**src/rtl/fft_sequencer_if.sv**
```systemverilog
// fft_sequencer_if: host/memory-side signal bundle of the FFT address sequencer.
//   master modport : the sequencer (takes Start/Ack/Hold, drives addressing outputs)
//   slave  modport : the host / memory controller
//   Start, Ack, Hold   : host requests, completion acknowledge, memory busy
//   issue, i_top/i_bot : butterfly operand read strobe and pair addresses
//   tw_idx             : twiddle exponent for W_N
//   wr_en, wr_top/bot  : result write strobe and addresses (issue delayed LAT cycles)
//   stage, Done, state : progress / status
interface fft_sequencer_if #(
    parameter int unsigned LOG2N = 10
);
    logic             Start;
    logic             Ack;
    logic             Hold;
    logic             issue;
    logic [LOG2N-1:0] i_top;
    logic [LOG2N-1:0] i_bot;
    logic [LOG2N-2:0] tw_idx;
    logic             wr_en;
    logic [LOG2N-1:0] wr_top;
    logic [LOG2N-1:0] wr_bot;
    logic [3:0]       stage;
    logic             Done;
    logic [3:0]       state;

    modport master (
        input  Start, Ack, Hold,
        output issue, i_top, i_bot, tw_idx, wr_en, wr_top, wr_bot, stage, Done, state
    );

    modport slave (
        output Start, Ack, Hold,
        input  issue, i_top, i_bot, tw_idx, wr_en, wr_top, wr_bot, stage, Done, state
    );
endinterface

```
**src/rtl/fft_sequencer.sv**
```systemverilog
// fft_sequencer: radix-2 in-place decimation-in-time FFT address generator.
// Produces butterfly read addresses, twiddle index and delayed write-back
// addresses for an N = 2^LOG2N point transform whose input sits in memory in
// bit-reversed order. No data path.
//   Clk     : clock, rising edge
//   Reset_n : asynchronous active-low reset
//   bus     : fft_sequencer_if.master (see interface file for signal list)
module fft_sequencer #(
    parameter int unsigned LOG2N = 10,
    parameter int unsigned LAT   = 3
) (
    input  logic               Clk,
    input  logic               Reset_n,
    fft_sequencer_if.master    bus
);

    localparam int unsigned      HalfN   = 2 ** (LOG2N - 1);
    localparam logic [LOG2N-2:0] KLast   = (LOG2N - 1)'(HalfN - 1);
    localparam logic [3:0]       SLast   = 4'(LOG2N - 1);
    localparam int unsigned      CntW    = (LAT > 1) ? $clog2(LAT) : 1;
    localparam logic [CntW-1:0]  CntLast = CntW'((LAT == 0) ? 0 : LAT - 1);

    typedef enum logic [3:0] {
        StIdle  = 4'd0,
        StDone  = 4'd1,
        StProc  = 4'd2,
        StDrain = 4'd3
    } state_e;

    state_e           state_q, state_d;
    logic [3:0]       s_q, s_d;
    logic [LOG2N-2:0] k_q, k_d;
    logic [CntW-1:0]  cnt_q, cnt_d;
    logic [LOG2N-1:0] top_q, top_d, bot_q, bot_d;
    logic [LOG2N-2:0] tw_q, tw_d;
    logic             issue;

    logic [LOG2N-1:0] kx, mask, p;

    // Next-state and issue decode.
    always_comb begin
        state_d = state_q;
        s_d     = s_q;
        k_d     = k_q;
        cnt_d   = cnt_q;
        issue   = 1'b0;
        unique case (state_q)
            StIdle: begin
                if (bus.Start) begin
                    state_d = StProc;
                    s_d     = 4'd0;
                    k_d     = '0;
                end
            end
            StProc: begin
                if (!bus.Hold) begin
                    issue = 1'b1;
                    if (k_q == KLast) begin
                        k_d = '0;
                        if (LAT == 0) begin
                            // No pipe to drain: step straight to the next stage.
                            if (s_q == SLast) state_d = StDone;
                            else              s_d     = s_q + 4'd1;
                        end else begin
                            state_d = StDrain;
                            cnt_d   = '0;
                        end
                    end else begin
                        k_d = k_q + 1'b1;
                    end
                end
            end
            StDrain: begin
                // Wait until the last write of this stage has left the pipe.
                if (cnt_q == CntLast) begin
                    if (s_q == SLast) begin
                        state_d = StDone;
                    end else begin
                        state_d = StProc;
                        s_d     = s_q + 4'd1;
                    end
                end else begin
                    cnt_d = cnt_q + 1'b1;
                end
            end
            StDone: begin
                if (bus.Ack) begin
                    state_d = StIdle;
                    s_d     = 4'd0;
                    k_d     = '0;
                end
            end
            default: state_d = StIdle;
        endcase
    end

    // Address of butterfly k_d in stage s_d, registered so outputs line up with
    // the counter: span = 2^s, p = k mod span, j = k >> s.
    always_comb begin
        kx    = {1'b0, k_d};
        mask  = (LOG2N'(1) << s_d) - LOG2N'(1);
        p     = kx & mask;
        top_d = '0;
        bot_d = '0;
        tw_d  = '0;
        if (state_d == StProc) begin
            top_d = ((kx >> s_d) << (s_d + 4'd1)) | p;
            // Bit s of top is always clear, so OR is the same as adding span.
            bot_d = top_d | (LOG2N'(1) << s_d);
            tw_d  = (LOG2N - 1)'(p << (SLast - s_d));
        end
    end

    always_ff @(posedge Clk or negedge Reset_n) begin
        if (!Reset_n) begin
            state_q <= StIdle;
            s_q     <= 4'd0;
            k_q     <= '0;
            cnt_q   <= '0;
            top_q   <= '0;
            bot_q   <= '0;
            tw_q    <= '0;
        end else begin
            state_q <= state_d;
            s_q     <= s_d;
            k_q     <= k_d;
            cnt_q   <= cnt_d;
            top_q   <= top_d;
            bot_q   <= bot_d;
            tw_q    <= tw_d;
        end
    end

    // Write-back pipe: free-running, never stalled by Hold.
    if (LAT == 0) begin : g_direct
        assign bus.wr_en  = issue;
        assign bus.wr_top = top_q;
        assign bus.wr_bot = bot_q;
    end else begin : g_pipe
        logic [LAT-1:0]   vld_q;
        logic [LOG2N-1:0] top_pipe_q [LAT];
        logic [LOG2N-1:0] bot_pipe_q [LAT];

        always_ff @(posedge Clk or negedge Reset_n) begin
            if (!Reset_n) begin
                vld_q <= '0;
                for (int i = 0; i < LAT; i++) begin
                    top_pipe_q[i] <= '0;
                    bot_pipe_q[i] <= '0;
                end
            end else begin
                vld_q[0]      <= issue;
                top_pipe_q[0] <= top_q;
                bot_pipe_q[0] <= bot_q;
                for (int i = LAT - 1; i > 0; i--) begin
                    vld_q[i]      <= vld_q[i-1];
                    top_pipe_q[i] <= top_pipe_q[i-1];
                    bot_pipe_q[i] <= bot_pipe_q[i-1];
                end
            end
        end

        assign bus.wr_en  = vld_q[LAT-1];
        assign bus.wr_top = top_pipe_q[LAT-1];
        assign bus.wr_bot = bot_pipe_q[LAT-1];
    end

    assign bus.issue  = issue;
    assign bus.i_top  = top_q;
    assign bus.i_bot  = bot_q;
    assign bus.tw_idx = tw_q;
    assign bus.stage  = s_q;
    assign bus.Done   = (state_q == StDone);
    assign bus.state  = state_q;

endmodule

```
**src/flat_wrapper.sv**
```systemverilog
// flat-port wrapper written by rule: the top's interface ports become plain ports
module fft_sequencer_flat 
#(
    parameter int unsigned LOG2N = 10,
    parameter int unsigned LAT   = 3
)
  (Clk, Reset_n, bus_Start, bus_Ack, bus_Hold, bus_issue, bus_i_top, bus_i_bot, bus_tw_idx, bus_wr_en, bus_wr_top, bus_wr_bot, bus_stage, bus_Done, bus_state);
  fft_sequencer_if #(.LOG2N(LOG2N)) bus_i ();
  input  logic Clk;
  input  logic Reset_n;
  input wire logic [$bits(bus_i.Start)-1:0] bus_Start;
  input wire logic [$bits(bus_i.Ack)-1:0] bus_Ack;
  input wire logic [$bits(bus_i.Hold)-1:0] bus_Hold;
  output wire logic [$bits(bus_i.issue)-1:0] bus_issue;
  output wire logic [$bits(bus_i.i_top)-1:0] bus_i_top;
  output wire logic [$bits(bus_i.i_bot)-1:0] bus_i_bot;
  output wire logic [$bits(bus_i.tw_idx)-1:0] bus_tw_idx;
  output wire logic [$bits(bus_i.wr_en)-1:0] bus_wr_en;
  output wire logic [$bits(bus_i.wr_top)-1:0] bus_wr_top;
  output wire logic [$bits(bus_i.wr_bot)-1:0] bus_wr_bot;
  output wire logic [$bits(bus_i.stage)-1:0] bus_stage;
  output wire logic [$bits(bus_i.Done)-1:0] bus_Done;
  output wire logic [$bits(bus_i.state)-1:0] bus_state;
  assign bus_i.Start = bus_Start;
  assign bus_i.Ack = bus_Ack;
  assign bus_i.Hold = bus_Hold;
  assign bus_issue = bus_i.issue;
  assign bus_i_top = bus_i.i_top;
  assign bus_i_bot = bus_i.i_bot;
  assign bus_tw_idx = bus_i.tw_idx;
  assign bus_wr_en = bus_i.wr_en;
  assign bus_wr_top = bus_i.wr_top;
  assign bus_wr_bot = bus_i.wr_bot;
  assign bus_stage = bus_i.stage;
  assign bus_Done = bus_i.Done;
  assign bus_state = bus_i.state;
  fft_sequencer #(.LOG2N(LOG2N), .LAT(LAT)) u_core (.Clk(Clk), .Reset_n(Reset_n), .bus(bus_i));
endmodule
```
**config.mk**
```make
export PLATFORM = sky130hd
export DESIGN_NAME = fft_sequencer_flat
export DESIGN_NICKNAME = d
export VERILOG_FILES = /design/src/rtl/fft_sequencer_if.sv /design/src/rtl/fft_sequencer.sv /design/src/flat_wrapper.sv
export SDC_FILE = /design/constraint.sdc
export NUM_CORES = 1
export LEC_CHECK = 0
export CORE_UTILIZATION = 45
export DETAILED_ROUTE_END_ITERATION = 6
export GPL_TIMING_DRIVEN = 1
export PLACE_DENSITY_LB_ADDON = 0.25
export SLEW_MARGIN = 40
export SYNTH_ARGS = -nofsm -noshare
export SYNTH_HDL_FRONTEND = slang
export SYNTH_SLANG_ARGS = --single-unit
```
**constraint.sdc**
```tcl
create_clock -name Clk -period 4.8 [get_ports Clk]
set_input_delay 0.96 -clock Clk [delete_from_list [all_inputs] [get_ports Clk]]
set_output_delay 0.96 -clock Clk [all_outputs]
set_load 0.1 [all_outputs]
```
# == Word level (Yosys, flattened, before mapping) ==
# Cells that the tools add are included.
# totals
ff_bits,111
out_inout_bits,60
inputBits,5
word_cells,66
# classes
n_shift,4
eq_ne,10
bitwise,3
add_sub_neg,6
mux,26
reduce_logical,3
# op_table
operator,count
two-way mux 9 bit,5
two-way mux 4 bit,9
case mux 9 bit (3 select lines),1
two-way mux 10 bit,2
bitwise OR 10 bit,2
case mux 4 bit (4 select lines),1
== test 4 x 2 -> 1 bit (second input constant),3
case mux 4 bit (3 select lines),1
bitwise AND 9 x 10 -> 10 bit,1
left shift 1 x 4 -> 10 bit (first input constant),1
left shift 10 x 4 -> 10 bit,1
left shift 10 x 4 -> 9 bit,1
right shift 9 x 4 -> 10 bit,1
subtractor 10 x 2 -> 10 bit (second input constant),1
adder 9 x 1 -> 9 bit (second input constant),1
== test 9 bit (second input constant),1
adder 4 x 1 -> 4 bit (second input constant),2
two-way mux 2 bit,4
== test 4 x 1 -> 1 bit (second input constant),1
== test 4 bit (second input constant),1
zero test 4 bit,1
!= test 2 bit (second input constant),2
case mux 2 bit (2 select lines),1
AND reduction 4 bit,1
other kinds (6),7

# == Longest topological paths before layout ==
# logic_depth
depth_word,10
mapped_depth,19

# == Worst setup path after synthesis ==
# No wires, ideal clock.
# synth_path
kind,reg2reg
start,"register u_core.s_q[1], in the netlist u_core.bus.stage[1]"
end,"register u_core.tw_q[7], in the netlist u_core.bus.tw_idx[7]"
stages_incl_launch_ff,17
arrival_ns,3.979
setup_ns,0.087
path_slack_ns,0.734
path_buffers,4
path_cell_list,dfrtp_1 > inv_1 > ha_1 > and3b_1 > or4_1 > o211a_1 > buf_2 > buf_2 > buf_1 > nand3_1 > ha_1 > clkbuf_1 > nand3_4 > nor2_1 > a31oi_1 > or4_1 > o211ai_1
# synth_via
elab_chain_cells,9
word_cells_on_any_way,17
# synth_lines
item,line,source
start: declaration,fft_sequencer.sv:31,"logic [3:0] s_q, s_d;"
start signal: assignment,fft_sequencer.sv:117,s_q <= 4'd0;
start signal: assignment,fft_sequencer.sv:125,s_q <= s_d;
adder 4 x 1 -> 4 bit or == test 4 bit (tied branches),"fft_sequencer.sv:80, fft_sequencer.sv:76",
two-way mux 4 bit,fft_sequencer.sv:76,if (s_q == SLast) begin
two-way mux 4 bit,fft_sequencer.sv:75,if (cnt_q == CntLast) begin
case mux 4 bit (3 select lines),fft_sequencer.sv:47,unique case (state_q)
left shift 1 x 4 -> 10 bit,fft_sequencer.sv:101,mask = (LOG2N'(1) << s_d) - LOG2N'(1);
subtractor 10 x 2 -> 10 bit,fft_sequencer.sv:101,
bitwise AND 9 x 10 -> 10 bit,fft_sequencer.sv:102,p = kx & mask;
left shift 10 x 4 -> 9 bit,fft_sequencer.sv:110,tw_d = (LOG2N - 1)'(p << (SLast - s_d));
two-way mux 9 bit *,fft_sequencer.sv:106,if (state_d == StProc) begin
net u_core.tw_d[7],fft_sequencer.sv:35,"logic [LOG2N-2:0] tw_q, tw_d;"
end signal: assignment,fft_sequencer.sv:130,tw_q <= tw_d;
end: declaration,fft_sequencer.sv:35,
# Mark *: on every way through the listed nets, which the timed path passes. The rest lies on a longest branch.
# A chain may end at the register's enable or synchronous reset.

# == Worst setup path after layout ==
# layout_path
start,input bus_Start
end,"register u_core.tw_q[7], in the netlist u_core.bus.tw_idx[7]"
# layout_via
elab_chain_cells,7
word_cells_on_any_way,13
# layout_lines
item,line,source
start: declaration,flat_wrapper.sv:11,input wire logic [$bits(bus_i.Start)-1:0] bus_Start;
two-way mux 4 bit,fft_sequencer.sv:49,if (bus.Start) begin
case mux 4 bit (3 select lines),fft_sequencer.sv:47,
left shift 1 x 4 -> 10 bit,fft_sequencer.sv:101,
subtractor 10 x 2 -> 10 bit,fft_sequencer.sv:101,
bitwise AND 9 x 10 -> 10 bit,fft_sequencer.sv:102,
left shift 10 x 4 -> 9 bit,fft_sequencer.sv:110,
two-way mux 9 bit *,fft_sequencer.sv:106,
net u_core.tw_d[7],fft_sequencer.sv:35,
# Marks and branches as above.

==> summary.md <==
| Metric | Value |
|---|---|
| Maximum vdd drop | 0.2357 mV |
| Final setup vio count | 0 |
| Register bit total from synthesis | about 110 |
| Register area share after synthesis | 0.5396 |
| Vias in the first global route | 3551 |
| CTS Buf Count | 9 |
| Layout Nets | 533 |
| Post-synth EDFFs | 0 |
| Post-synthesis cell count | roughly 470 |
| Routed len/inst | 18.29 µm |
| Skew final | 11.99 ps |
| CTS tree | built |
| Global route overflow | 0 |
| Setup bufs post-CTS | 0 |
| Clk slew on worst S/H paths | roughly 70 ps |
| First-pass DRT Iterations | 5 |
| Area Overhead vs Synth | 13.44% |
| Slew @ Worst Pin | 715.2 ps |
| PwrDens | around 370 nW/µm² |
| RSZ-0062 raised after global routing | false |
| Slowest stage delay, CP | 470 ps |
| Main synth FF type | dfrtp_1 |
| Worst-Skew Late Latency | 360 ps |
| Post-DP HPWL | between 8 and 9 mm |
| CTS resizes | 0 |
| PortBufs | 64 |
| Hold Buf Count CTS | 0 |
| Final hold viol count | 0 |
| Die Wd | ~110 µm |
| Root buffer cell | clkbuf_16 |
| FFs w/ async S/R, synth | 1.000 |
| Largest net degree at the start of global routing | 83 |
| RD Place Congestion | 0.9926 |
| Commonest non-fill, non-tap cells in the layout | dfrtp_1, buf_2, nor2_1, nand2_1, a21oi_1 |
| First-pass GRT wire length | 19.42 mm |
| Clk buf depth | 2 |
| Initial antenna violation count | 0 |
| Layout cells sized above 1 | 0.2524 |
| CP startpoint kind | primary input |
| Pleak | 0.002842 µW |
| Multi-input gate area | about 2000 µm² |
| Ports | 65 |
| Via count | 3830 |
| Clock Power Share | 0.383 |
| Max Cap Viol | 0 |
| Drt drc | 0 |
| Sequential cell area | roughly 2800 µm² |
| Critical path's most frequent cell | inv_2 |
| Yosys cell types | 89 |
| Final Power | 2141 µW |
| Switching fraction of total power | 0.2851 |
| Initial Util | 0.4687 |
| DIE AREA | 11870 µm² |
| Setup_tns | 0 ps |
| Hold Crit Class | reg -> reg |
| H-tree levels | 3 |
| Util after Layout | 0.5317 |
| Final WL | ~12 mm |
| GR Util All Layers | 0.2217 |
| Critical Path RT | 5070 ps |
| Syn_area_per_cell | ~11 µm² |
| Crit Path Class | in -> reg |
| Switching power | 610.3 µW |
| Synth warnings | 0 |
| Vias per Instance | 5.777 |
| Filler cell count in the final layout | 965 |
| Cell chain of the critical path | clkdlybuf4s50_1 > or3b_1 > a21oi_2 > o211a_1 > inv_2 > nand2_1 > inv_2 > ha_1 > nor4_2 > o31ai_2 > nor2_1 > a31oi_1 > or4_1 > o211ai_1 |
| Worst Path Max Fanout | 18 |
| Post-route minimum period | 3976 ps |
| Diode count | 0 |
| CP endpoint kind | register |
| Clock sink total | 111 |
| Relative slew slack | 0.5232 |
| CP max stage cell | clkdlybuf4s50_1 |
| Post-DRT Antenna Nets | 0 |
| Logic pwr share | 0.164 |
| Synth Cell Area | 5147 µm² |
| Core area | 10980 µm² |
| # rows | 38 |
| Maximum clock frequency | between 0.2 and 0.3 GHz |
| Fin. max-slew vios | 0 |
| Outcome | finished clean |
| P_int | 1530 µW |
| Commonest non-fill, non-tap cell in the layout | dfrtp_1 |
| Final period util | 0.8283 |
| Die Span Y | 109.0 µm |
| DR iter-0 viols | 372 |
| CP arrival | 4250 ps |
| Reg power frac | 0.453 |
## cells by family (layout without fill, tap and decap cells)
logic type	after synthesis	count (layout)	synth area share
fa+ha+maj	10	10	0.02431
other cells	1	2	0.0007285
compound gates	123	123	0.1784
simple gates	145	145	0.1568
flops	111	111	0.5396
mux	6	6	0.01240
buf+inv	66	117	0.07244
xor+xnor	9	9	0.01531
## state kept, by name, summed over array words and instances, names as in the netlist, 3 cells and up
name and count:
u_core.bus.i_bot 10, u_core.bus.i_top 10, u_core.bus.stage 4, u_core.bus.state 4, u_core.bus.tw_idx 9, u_core.bus.wr_bot 10, u_core.bus.wr_top 10, u_core.g_pipe.bot_pipe_q 20
u_core.g_pipe.top_pipe_q 20, u_core.g_pipe.vld_q 3, u_core.k_q 9
## Yosys cell counts, types with 5 or more instances
cell,instances,share of area
xnor2_1,8,0.014
o21ai_1,9,0.0087
nand4_1,10,0.012
o21ai_0,12,0.012
nor2_1,37,0.027
buf_4,23,0.034
a21oi_1,23,0.022
dfrtp_1,111,0.54
buf_2,9,0.0087
nor3_1,7,0.0068
ha_1,10,0.024
o211ai_1,5,0.0073
clkbuf_1,7,0.0051
a22o_1,5,0.0085
a31oi_1,7,0.0085
inv_1,16,0.012
o31ai_1,5,0.0073
nand3_1,18,0.018
nand2_1,33,0.024
## critical path, delay by kind of cell
family	cells	cell delay, ps
AND/OR/NAND/NOR	5	1510
AO/OA/AOI/OAI	5	730
buffers and inverters	3	720
adder cells (fa/ha/maj)	1	330
## power groups by stage
stage	clock network, µW	registers (µW)	logic (µW)
6_report	820	970	351
5_1_grt	883	973	377
4_1_cts	846	970	348
3_5_place_dp	0	989	347
3_3_place_gp	0	988	362
2_1_floorplan	0	1040	202
## routing by layer
layer,part of all wire,up-vias,GRT usage,wire length (µm)
met2,0.47,150,0.3401,5673
met3,0.062,22,0.04603,751
met1,0.45,1873,0.3080,5443
li1,-,1785,-,-
met4,0.022,0,0.08398,261
met5,0,-,0,0
## final timing paths
| check | from | end | slack [ps] | cells past startpoint |
|---|---|---|---|---|
| min in group asynchronous | Reset_n | u_core.bus.i_bot[4] | 650 | 1 |
| min | u_core.g_pipe.bot_pipe_q[26] | u_core.g_pipe.bot_pipe_q[16] | 340 | 0 |
| max reg2reg | u_core.cnt_q[0] | u_core.bus.tw_idx[5] | 990 | 15 |
| min reg2reg | u_core.g_pipe.bot_pipe_q[26] | u_core.g_pipe.bot_pipe_q[16] | 340 | 0 |
| max | bus_Start | u_core.bus.tw_idx[7] | 820 | 14 |
| max in group asynchronous | Reset_n | u_core.bus.i_bot[7] | 3310 | 2 |
## cell type report
cell class / count / area share
multi-input cells: 295 / 0.3426
clock inverters: 6 / 0.01693
repair buffers: 80 / 0.07949
inverters: 21 / 0.01436
flip-flops and latches: 111 / 0.4757
clock buffers: 10 / 0.04093
well taps: 140 / 0.03000
## through the flow
step                setup WS [ps]  std cells  instance area [µm²]  hold slack (ps)
global route                582.1        663                 5839            352.4
CTS                         874.0        663                 5839            347.3
finish                      824.0        663                 5839            339.8
detailed placement          507.2        647                 5502            334.7
global placement            479.2        647                 5793            331.1
floorplan                   734.4        472                 5151            331.2
(Power assumes the default switching activity.)
